[config.mk]
export PLATFORM = sky130hd
export DESIGN_NAME = retospect_cfg_loader_flat
export DESIGN_NICKNAME = d
export VERILOG_FILES = /design/src/rtl/retospect_cfg_loader_if.sv /design/src/rtl/retospect_cfg_loader.sv /design/src/flat_wrapper.sv
export SDC_FILE = /design/constraint.sdc
export NUM_CORES = 1
export LEC_CHECK = 0
export CAP_MARGIN = 20
export CORE_MARGIN = 8
export CORE_UTILIZATION = 32
export DETAILED_ROUTE_END_ITERATION = 12
export GPL_TIMING_DRIVEN = 1
export PLACE_DENSITY = 0.6
export SLEW_MARGIN = 20
export SYNTH_ARGS = -nofsm -noshare
export SYNTH_HDL_FRONTEND = slang
export SYNTH_SLANG_ARGS = --single-unit
[constraint.sdc]
create_clock -name clk -period 2.36 [get_ports clk]
set_input_delay 0.708 -clock clk [delete_from_list [all_inputs] [get_ports clk]]
set_output_delay 0.708 -clock clk [all_outputs]
set_load 0.01 [all_outputs]
[src/rtl/retospect_cfg_loader_if.sv]
// rtl/retospect_cfg_loader_if.sv - host/chain signal bundle for the config-chain loader
interface retospect_cfg_loader_if;
    logic       start;
    logic       abort;
    logic [7:0] in_data;
    logic       in_valid;
    logic       in_ready;
    logic       config_en;
    logic       bs_in;
    logic       bs_ret;
    logic       reset_nn;
    logic       busy;
    logic       done;
    logic [7:0] rd_data;
    logic       rd_valid;

    modport master (
        output start, abort, in_data, in_valid, bs_ret,
        input  in_ready, config_en, bs_in, reset_nn, busy, done, rd_data, rd_valid
    );

    modport slave (
        input  start, abort, in_data, in_valid, bs_ret,
        output in_ready, config_en, bs_in, reset_nn, busy, done, rd_data, rd_valid
    );
endinterface

[src/rtl/retospect_cfg_loader.sv]
// rtl/retospect_cfg_loader.sv - byte-to-bitstream config chain sequencer (optional readback: CFG_READBACK_EN)
module retospect_cfg_loader #(
    parameter  int CHAIN_LEN = 67,
    localparam int CW        = $clog2(CHAIN_LEN + 1)
) (
    input  logic                  clk,
    input  logic                  rst_n,
    retospect_cfg_loader_if.slave bus
);
    typedef enum logic [1:0] {S_IDLE, S_WAIT, S_SHIFT, S_NNRST} state_t;

    state_t          r_state;
    state_t          w_next;
    logic [7:0]      r_shreg;
    logic [7:0]      w_shreg_nxt;
    logic [2:0]      r_bit;
    logic [CW-1:0]   r_total;
    logic            w_last;
    logic            w_accept;

    logic r_in_ready, r_config_en, r_bs_in, r_reset_nn, r_busy, r_done;
    logic w_in_ready, w_config_en, w_bs_in, w_reset_nn, w_busy, w_done;

    assign w_last   = (r_total == CW'(CHAIN_LEN - 1));
    assign w_accept = bus.in_valid & r_in_ready;

    always_ff @(posedge clk or negedge rst_n) begin
        if (!rst_n) r_state <= S_IDLE;
        else        r_state <= w_next;
    end

    always_comb begin
        w_next = r_state;
        if (bus.abort) begin
            w_next = S_IDLE;
        end else begin
            case (r_state)
                S_IDLE:  if (bus.start) w_next = S_WAIT;
                S_WAIT:  if (w_accept)  w_next = S_SHIFT;
                S_SHIFT: begin
                    if (w_last)              w_next = S_NNRST;
                    else if (r_bit == 3'd7)  w_next = S_WAIT;
                end
                S_NNRST: w_next = S_IDLE;
                default: w_next = S_IDLE;
            endcase
        end
    end

    always_comb begin
        w_shreg_nxt = r_shreg;
        if (r_state == S_WAIT && w_accept) w_shreg_nxt = bus.in_data;
        else if (r_state == S_SHIFT)       w_shreg_nxt = r_shreg >> 1;
    end

    // Outputs are decoded from the next state so every pin comes straight off a flop.
    always_comb begin
        w_in_ready  = (w_next == S_WAIT);
        w_config_en = (w_next == S_SHIFT);
        w_bs_in     = (w_next == S_SHIFT) ? w_shreg_nxt[0] : 1'b0;
        w_reset_nn  = (w_next == S_NNRST);
        w_done      = (w_next == S_NNRST);
        w_busy      = (w_next != S_IDLE);
    end

    always_ff @(posedge clk or negedge rst_n) begin
        if (!rst_n) begin
            r_in_ready  <= 1'b0;
            r_config_en <= 1'b0;
            r_bs_in     <= 1'b0;
            r_reset_nn  <= 1'b0;
            r_done      <= 1'b0;
            r_busy      <= 1'b0;
        end else begin
            r_in_ready  <= w_in_ready;
            r_config_en <= w_config_en;
            r_bs_in     <= w_bs_in;
            r_reset_nn  <= w_reset_nn;
            r_done      <= w_done;
            r_busy      <= w_busy;
        end
    end

    // Abort freezes the counters; a fresh start clears the total anyway.
    always_ff @(posedge clk or negedge rst_n) begin
        if (!rst_n) begin
            r_shreg <= 8'd0;
            r_bit   <= 3'd0;
            r_total <= '0;
        end else if (!bus.abort) begin
            r_shreg <= w_shreg_nxt;
            case (r_state)
                S_IDLE:  if (bus.start) r_total <= '0;
                S_WAIT:  if (w_accept)  r_bit   <= 3'd0;
                S_SHIFT: begin
                    r_bit   <= r_bit + 3'd1;
                    r_total <= r_total + CW'(1);
                end
                default: ;
            endcase
        end
    end

    assign bus.in_ready  = r_in_ready;
    assign bus.config_en = r_config_en;
    assign bus.bs_in     = r_bs_in;
    assign bus.reset_nn  = r_reset_nn;
    assign bus.done      = r_done;
    assign bus.busy      = r_busy;

`ifdef CFG_READBACK_EN
    logic [7:0] r_rd_acc;
    logic [7:0] r_rd_data;
    logic       r_rd_valid;
    logic [7:0] w_rd_byte;

    assign w_rd_byte = r_rd_acc | (8'(bus.bs_ret) << r_bit);

    // The tail bit is captured on the same edge the chain shifts, so it is the bit leaving the chain.
    always_ff @(posedge clk or negedge rst_n) begin
        if (!rst_n) begin
            r_rd_acc   <= 8'd0;
            r_rd_data  <= 8'd0;
            r_rd_valid <= 1'b0;
        end else begin
            r_rd_valid <= 1'b0;
            if (bus.abort) begin
                r_rd_acc <= 8'd0;
            end else if (r_state == S_SHIFT) begin
                if (r_bit == 3'd7 || w_last) begin
                    r_rd_data  <= w_rd_byte;
                    r_rd_valid <= 1'b1;
                    r_rd_acc   <= 8'd0;
                end else begin
                    r_rd_acc   <= w_rd_byte;
                end
            end
        end
    end

    assign bus.rd_data  = r_rd_data;
    assign bus.rd_valid = r_rd_valid;
`else
    logic w_unused_bs_ret;
    assign w_unused_bs_ret = bus.bs_ret;
    assign bus.rd_data     = 8'd0;
    assign bus.rd_valid    = 1'b0;
`endif

endmodule

[src/flat_wrapper.sv]
// flat-port wrapper written by rule: the top's interface ports become plain ports
module retospect_cfg_loader_flat 
#(
    parameter  int CHAIN_LEN = 67,
    localparam int CW        = $clog2(CHAIN_LEN + 1)
)
  (clk, rst_n, bus_start, bus_abort, bus_in_data, bus_in_valid, bus_bs_ret, bus_in_ready, bus_config_en, bus_bs_in, bus_reset_nn, bus_busy, bus_done, bus_rd_data, bus_rd_valid);
  retospect_cfg_loader_if bus_i ();
  input  logic clk;
  input  logic rst_n;
  input wire logic [$bits(bus_i.start)-1:0] bus_start;
  input wire logic [$bits(bus_i.abort)-1:0] bus_abort;
  input wire logic [$bits(bus_i.in_data)-1:0] bus_in_data;
  input wire logic [$bits(bus_i.in_valid)-1:0] bus_in_valid;
  input wire logic [$bits(bus_i.bs_ret)-1:0] bus_bs_ret;
  output wire logic [$bits(bus_i.in_ready)-1:0] bus_in_ready;
  output wire logic [$bits(bus_i.config_en)-1:0] bus_config_en;
  output wire logic [$bits(bus_i.bs_in)-1:0] bus_bs_in;
  output wire logic [$bits(bus_i.reset_nn)-1:0] bus_reset_nn;
  output wire logic [$bits(bus_i.busy)-1:0] bus_busy;
  output wire logic [$bits(bus_i.done)-1:0] bus_done;
  output wire logic [$bits(bus_i.rd_data)-1:0] bus_rd_data;
  output wire logic [$bits(bus_i.rd_valid)-1:0] bus_rd_valid;
  assign bus_i.start = bus_start;
  assign bus_i.abort = bus_abort;
  assign bus_i.in_data = bus_in_data;
  assign bus_i.in_valid = bus_in_valid;
  assign bus_i.bs_ret = bus_bs_ret;
  assign bus_in_ready = bus_i.in_ready;
  assign bus_config_en = bus_i.config_en;
  assign bus_bs_in = bus_i.bs_in;
  assign bus_reset_nn = bus_i.reset_nn;
  assign bus_busy = bus_i.busy;
  assign bus_done = bus_i.done;
  assign bus_rd_data = bus_i.rd_data;
  assign bus_rd_valid = bus_i.rd_valid;
  retospect_cfg_loader #(.CHAIN_LEN(CHAIN_LEN)) u_core (.clk(clk), .rst_n(rst_n), .bus(bus_i));
endmodule
; ---- Word level (Yosys, flattened, before mapping)
; Index checks and enable logic that the tools add are counted.
[classes]
bitwise = 2
addsub = 2
muxes = 13
eq_ne = 10
reduce_logical = 9
[ops]
columns = operator, n
row1 = 2-to-1 mux 8 bit, 2
row2 = one-hot mux 7 bit (2 select lines), 1
row3 = 2-to-1 mux 2 bit, 5
row4 = "== test 2 bit, second input constant", 4
row5 = one-hot mux 2 bit (4 select lines), 1
row6 = nonzero test 2 bit, 4
row7 = "adder 7 x 1 -> 7 bit, second input constant", 1
row8 = "== test 7 bit, second input constant", 1
row9 = 2-to-1 mux 7 bit, 1
row10 = one-hot mux 3 bit (2 select lines), 1
row11 = AND reduction 3 bit, 2
row12 = "== test 2 x 1 -> 1 bit, second input constant", 2
row13 = "adder 3 x 1 -> 3 bit, second input constant", 1
row14 = "== test 3 bit, second input constant", 1
row15 = 2-to-1 mux 3 bit, 1
row16 = logical NOT 2 bit, 1
row17 = "!= test 2 x 1 -> 1 bit, second input constant", 1
row18 = "!= test 2 bit, second input constant", 1
row19 = AND reduction 2 bit, 1
row20 = bitwise AND 1 bit, 1
row21 = logical AND 1 bit, 1
row22 = 2-to-1 mux 1 bit, 1
row23 = NOT 1 bit, 1
[word_totals]
out_inout_bits = 15
in_bits = 14
regBits = 25

; ---- Logic depth before layout (Yosys ltp)
[logic_depth]
ltp_word = 7
mapped_depth = 8
depth_no_buf = 7

; ---- Worst setup path after synthesis
; No wires, ideal clock.
[synth_timing]
path_type = register to register
from = register u_core.r_state[1]
to = register u_core.r_total[2]
n_path_buf = 1
t_arrival_ns = 1.589
setup_time_ns = 0.121
path_stages_with_launch = 8
required_ns = 2.239
period_less_slack_ns = 1.710
slack_ns = 0.650
path_cell_list = dfrtp_1 -> inv_1 -> ha_1 -> mux2i_1 -> or2_2 -> buf_2 -> o21ai_1 -> a22o_1
[synth_between]
elab_chain_len = 3
[synth_rtl]
columns = element, line_no
row1 = start: declaration, retospect_cfg_loader.sv:12  ; state_t r_state;
row2 = start signal: assignment, retospect_cfg_loader.sv:29  ; else r_state <= w_next;
row3 = == test 2 bit or logical NOT 2 bit (tied branches), retospect_cfg_loader.sv:92  ; case (r_state)
row4 = nonzero test 2 bit (no source line) or != test 2 bit (tied branches), n/a
row5 = AND reduction 3 bit (no source line), n/a
row6 = end signal: assignment, retospect_cfg_loader.sv:97  ; r_total <= r_total + CW'(1);
row7 = end: declaration, retospect_cfg_loader.sv:17  ; logic [CW-1:0] r_total;
; Several ways; a longest one is shown, not always the timed one.
; A chain may end at the register's enable or synchronous reset.

; ---- Worst setup path after layout
[layout_timing]
from = register u_core.r_state[0]
to = register u_core.r_total[3]
; The elaborated chain is that of the path after synthesis.

==> results.json <==
{
  "outcome": "completed",
  "synth_area_per_cell_um2": 9.894,
  "cts.sinks": 25,
  "post_cts_buffers": 0,
  "yosys.area_share.simple_pct": 16.77,
  "die_w_um": 82.03,
  "yosys_warnings": 0,
  "maxCapViolCount": 0,
  "drive_gt1_share_pct": 10.56,
  "io_buffers": 18,
  "post-route-min-period_ns": 1.948,
  "vias_per_cell": 4.883,
  "leakage_nw": 0.7382,
  "post-synth-top-area-cell": "dfrtp_1",
  "arrival_ns": 2.11,
  "fin_skew_ns": 0.003135,
  "crit_path_start_kind": "flop",
  "antenna_found_initial": 0,
  "hold_violations": 0,
  "dpl.cell_count": 209,
  "core_area_mm2": 0.004264,
  "wl_per_cell_um": 13.37,
  "syn_to_final_growth_pct": 17.58,
  "dr.pass1.iters": 4,
  "htree_levels": 1,
  "fmax_mhz": 513.4,
  "grt.total_usage_pct": 9.019,
  "muxShareOfSynthArea_pct": 3.677,
  "overflow": 0,
  "path_clk_slew_ns": 0.08,
  "ys.flop_type": "dfrtp_1",
  "synth-edff-count": 0,
  "hold_start": "u_core.r_shreg[5]",
  "ys_types": 42,
  "initial_utilization_pct": 32.72,
  "num_io_pins": 29,
  "die_area_mm2": 0.006728,
  "slew_headroom_pct": 64.51,
  "ys_seq_area_share_pct": 44.84,
  "slew_violations": 0,
  "dr.first_iter.drc_count": 83,
  "ys_top_cells_by_area": "dfrtp_1 (45%), ha_1 (6.3%), buf_4 (5.4%), nand2_1 (4.6%), o21ai_0 (3.2%)",
  "yosys.area_share.adder_pct": 6.278,
  "finalWorstSetupSlack_ns": 0.4123,
  "crit_type": "reg2reg",
  "drc": 0,
  "routabilityCongestion": 0.8022,
  "hold_path.class": "reg2reg",
  "rows": 24,
  "min_path_cells": 2,
  "nets": 183,
  "final_cell_mix": "dfrtp_1 (25), clkdlybuf4s50_1 (18), nand2_1 (17)",
  "grt_first_pass_wirelength_mm": 4.864,
  "required_ns": 2.52,
  "min_to": "u_core.r_shreg[5]",
  "reg2reg_to": "u_core.r_total[3]",
  "synth_area_mm2": 0.001395,
  "cts_buffer_depth": 2,
  "root_buffer": "clkbuf_8",
  "setup_viol": 0,
  "wirelength_mm": 2.848,
  "crit_path_max_fanout": 10,
  "synth_compound_area_share_pct": 15.78,
  "ys_ff_latch": 25,
  "crit_path_end_kind": "flop",
  "rsz0062_at_grt": "false",
  "postCtsHoldBufs": 0,
  "grt_pass1_vias": 1106,
  "synthCells": 141,
  "vias": 1040,
  "cts_tree": "built",
  "tightest_slew_ns": 0.5288,
  "clkLatencyLatePin_ns": 0.27,
  "dp_hpwl_mm": 2.135,
  "synth_top_family_by_area": "simple AND/OR/NAND/NOR gates",
  "rrSetupSlack_ns": 0.41,
  "fin_crit_sh_pct": 82.53,
  "detail-route-antenna-nets": 0,
  "dieHeight_um": 82.03,
  "synth-xor-area-share_pct": 1.256,
  "cts_resized": 0,
  "synth_top_area_share_pct": 44.84,
  "layout_commonest_cell": "dfrtp_1",
  "instances_no_fill": 213,
  "ir_drop_mv": 0.3301,
  "reg2reg_from": "u_core.r_state[0]",
  "async_reset_ff_share_pct": 100.0,
  "power-per-cell-area_mw_per_mm2": 882.1,
  "dp_slack_ns": 0.1535,
  "diodes": 0,
  "ff2ff_path_depth": 5,
  "grt_max_degree": 26,
  "setup_tns_ns": 0,
  "cts_buffers": 3
}
[per-stage QoR]
| step | utilization (%) | hold slack (ns) | area (um^2) | power (mW) |
|---|---|---|---|---|
| finish | 38.47 | 0.4898 | 1640 | 1.447 |
| global route | 38.47 | 0.5332 | 1640 | 1.559 |
| CTS | 38.47 | 0.4936 | 1640 | 1.462 |
| detailed placement | 37.41 | 0.4736 | 1595 | 1.203 |
| global placement | 37.41 | 0.4639 | 1595 | 1.177 |
| floorplan | - | 0.4124 | 1425 | 1.032 |
[registers in the layout (all words and copies together), names as in the netlist]
register	count
u_core.bus.busy	1
u_core.r_total	7
u_core.r_bit	3
u_core.bus.bs_in	1
u_core.bus.reset_nn	1
u_core.r_state	2
u_core.r_shreg	8
u_core.bus.config_en	1
u_core.bus.in_ready	1
[layer usage]
layer	vias up	wire length (um)	track usage, %
met5	-	0	0
met4	0	38	3.684
met3	5	184	1.641
met2	23	1381	16.10
met1	504	1243	10.30
li1	508	-	-
[Yosys cell counts, types with 3 or more instances]
library cell   n
a22oi_1        6
buf_4         10
dfrtp_1       25
ha_1           7
inv_1         10
mux2i_1        4
nand2_1       17
nand2b_1       3
nand3_1        3
nor2_1         6
nor4_1         4
o21ai_0        9
[layout make-up]
class,count,area (um^2)
fill,430,2624
multi-input combinational,98,644.4
sequential,25,625.6
timing repair buffer,23,217.7
tap,52,65.06
clock buffer,4,45.04
inverter,11,42.54
[worst max-delay path, cell delays in order, from the launching register on]
cell and delay [ns]:
dfrtp_1 0.44, inv_1 0.10, ha_1 0.38, mux2i_1 0.23
or2_2 0.41, a22o_2 0.28
[cell families after synthesis]
kind of cell,count (synthesis)
other,1
XOR/XNOR,2
multiplexers,5
AND/OR/NAND/NOR,43
flip-flops,25
buffers and inverters,26
AO/OA/AOI/OAI,32
adder cells (fa/ha/maj),7
[power breakdown]
| group | leakage (nW) | switching (mW) | total [mW] | internal, mW |
|---|---|---|---|---|
| combinational | 0.375 | 0.320 | 0.590 | 0.270 |
| sequential | 0.341 | 0.0681 | 0.606 | 0.538 |
| clock | 0.0228 | 0.131 | 0.251 | 0.121 |
| total | 0.738 | 0.519 | 1.45 | 0.928 |
[worst max-delay path by stage]
stage	from	end	slack, ns	depth (start not counted)
global route	u_core.r_state[0]	u_core.r_shreg[6]	0.25	6
global placement	bus_start	u_core.r_total[3]	0.18	4
detailed placement	bus_in_valid	u_core.r_shreg[6]	0.15	5
floorplan	u_core.r_state[1]	u_core.r_total[2]	0.65	7
finish	u_core.r_state[0]	u_core.r_total[3]	0.41	5
CTS	u_core.r_state[0]	u_core.r_shreg[6]	0.41	6
No activity file was read; power rests on OpenSTA's default activity.
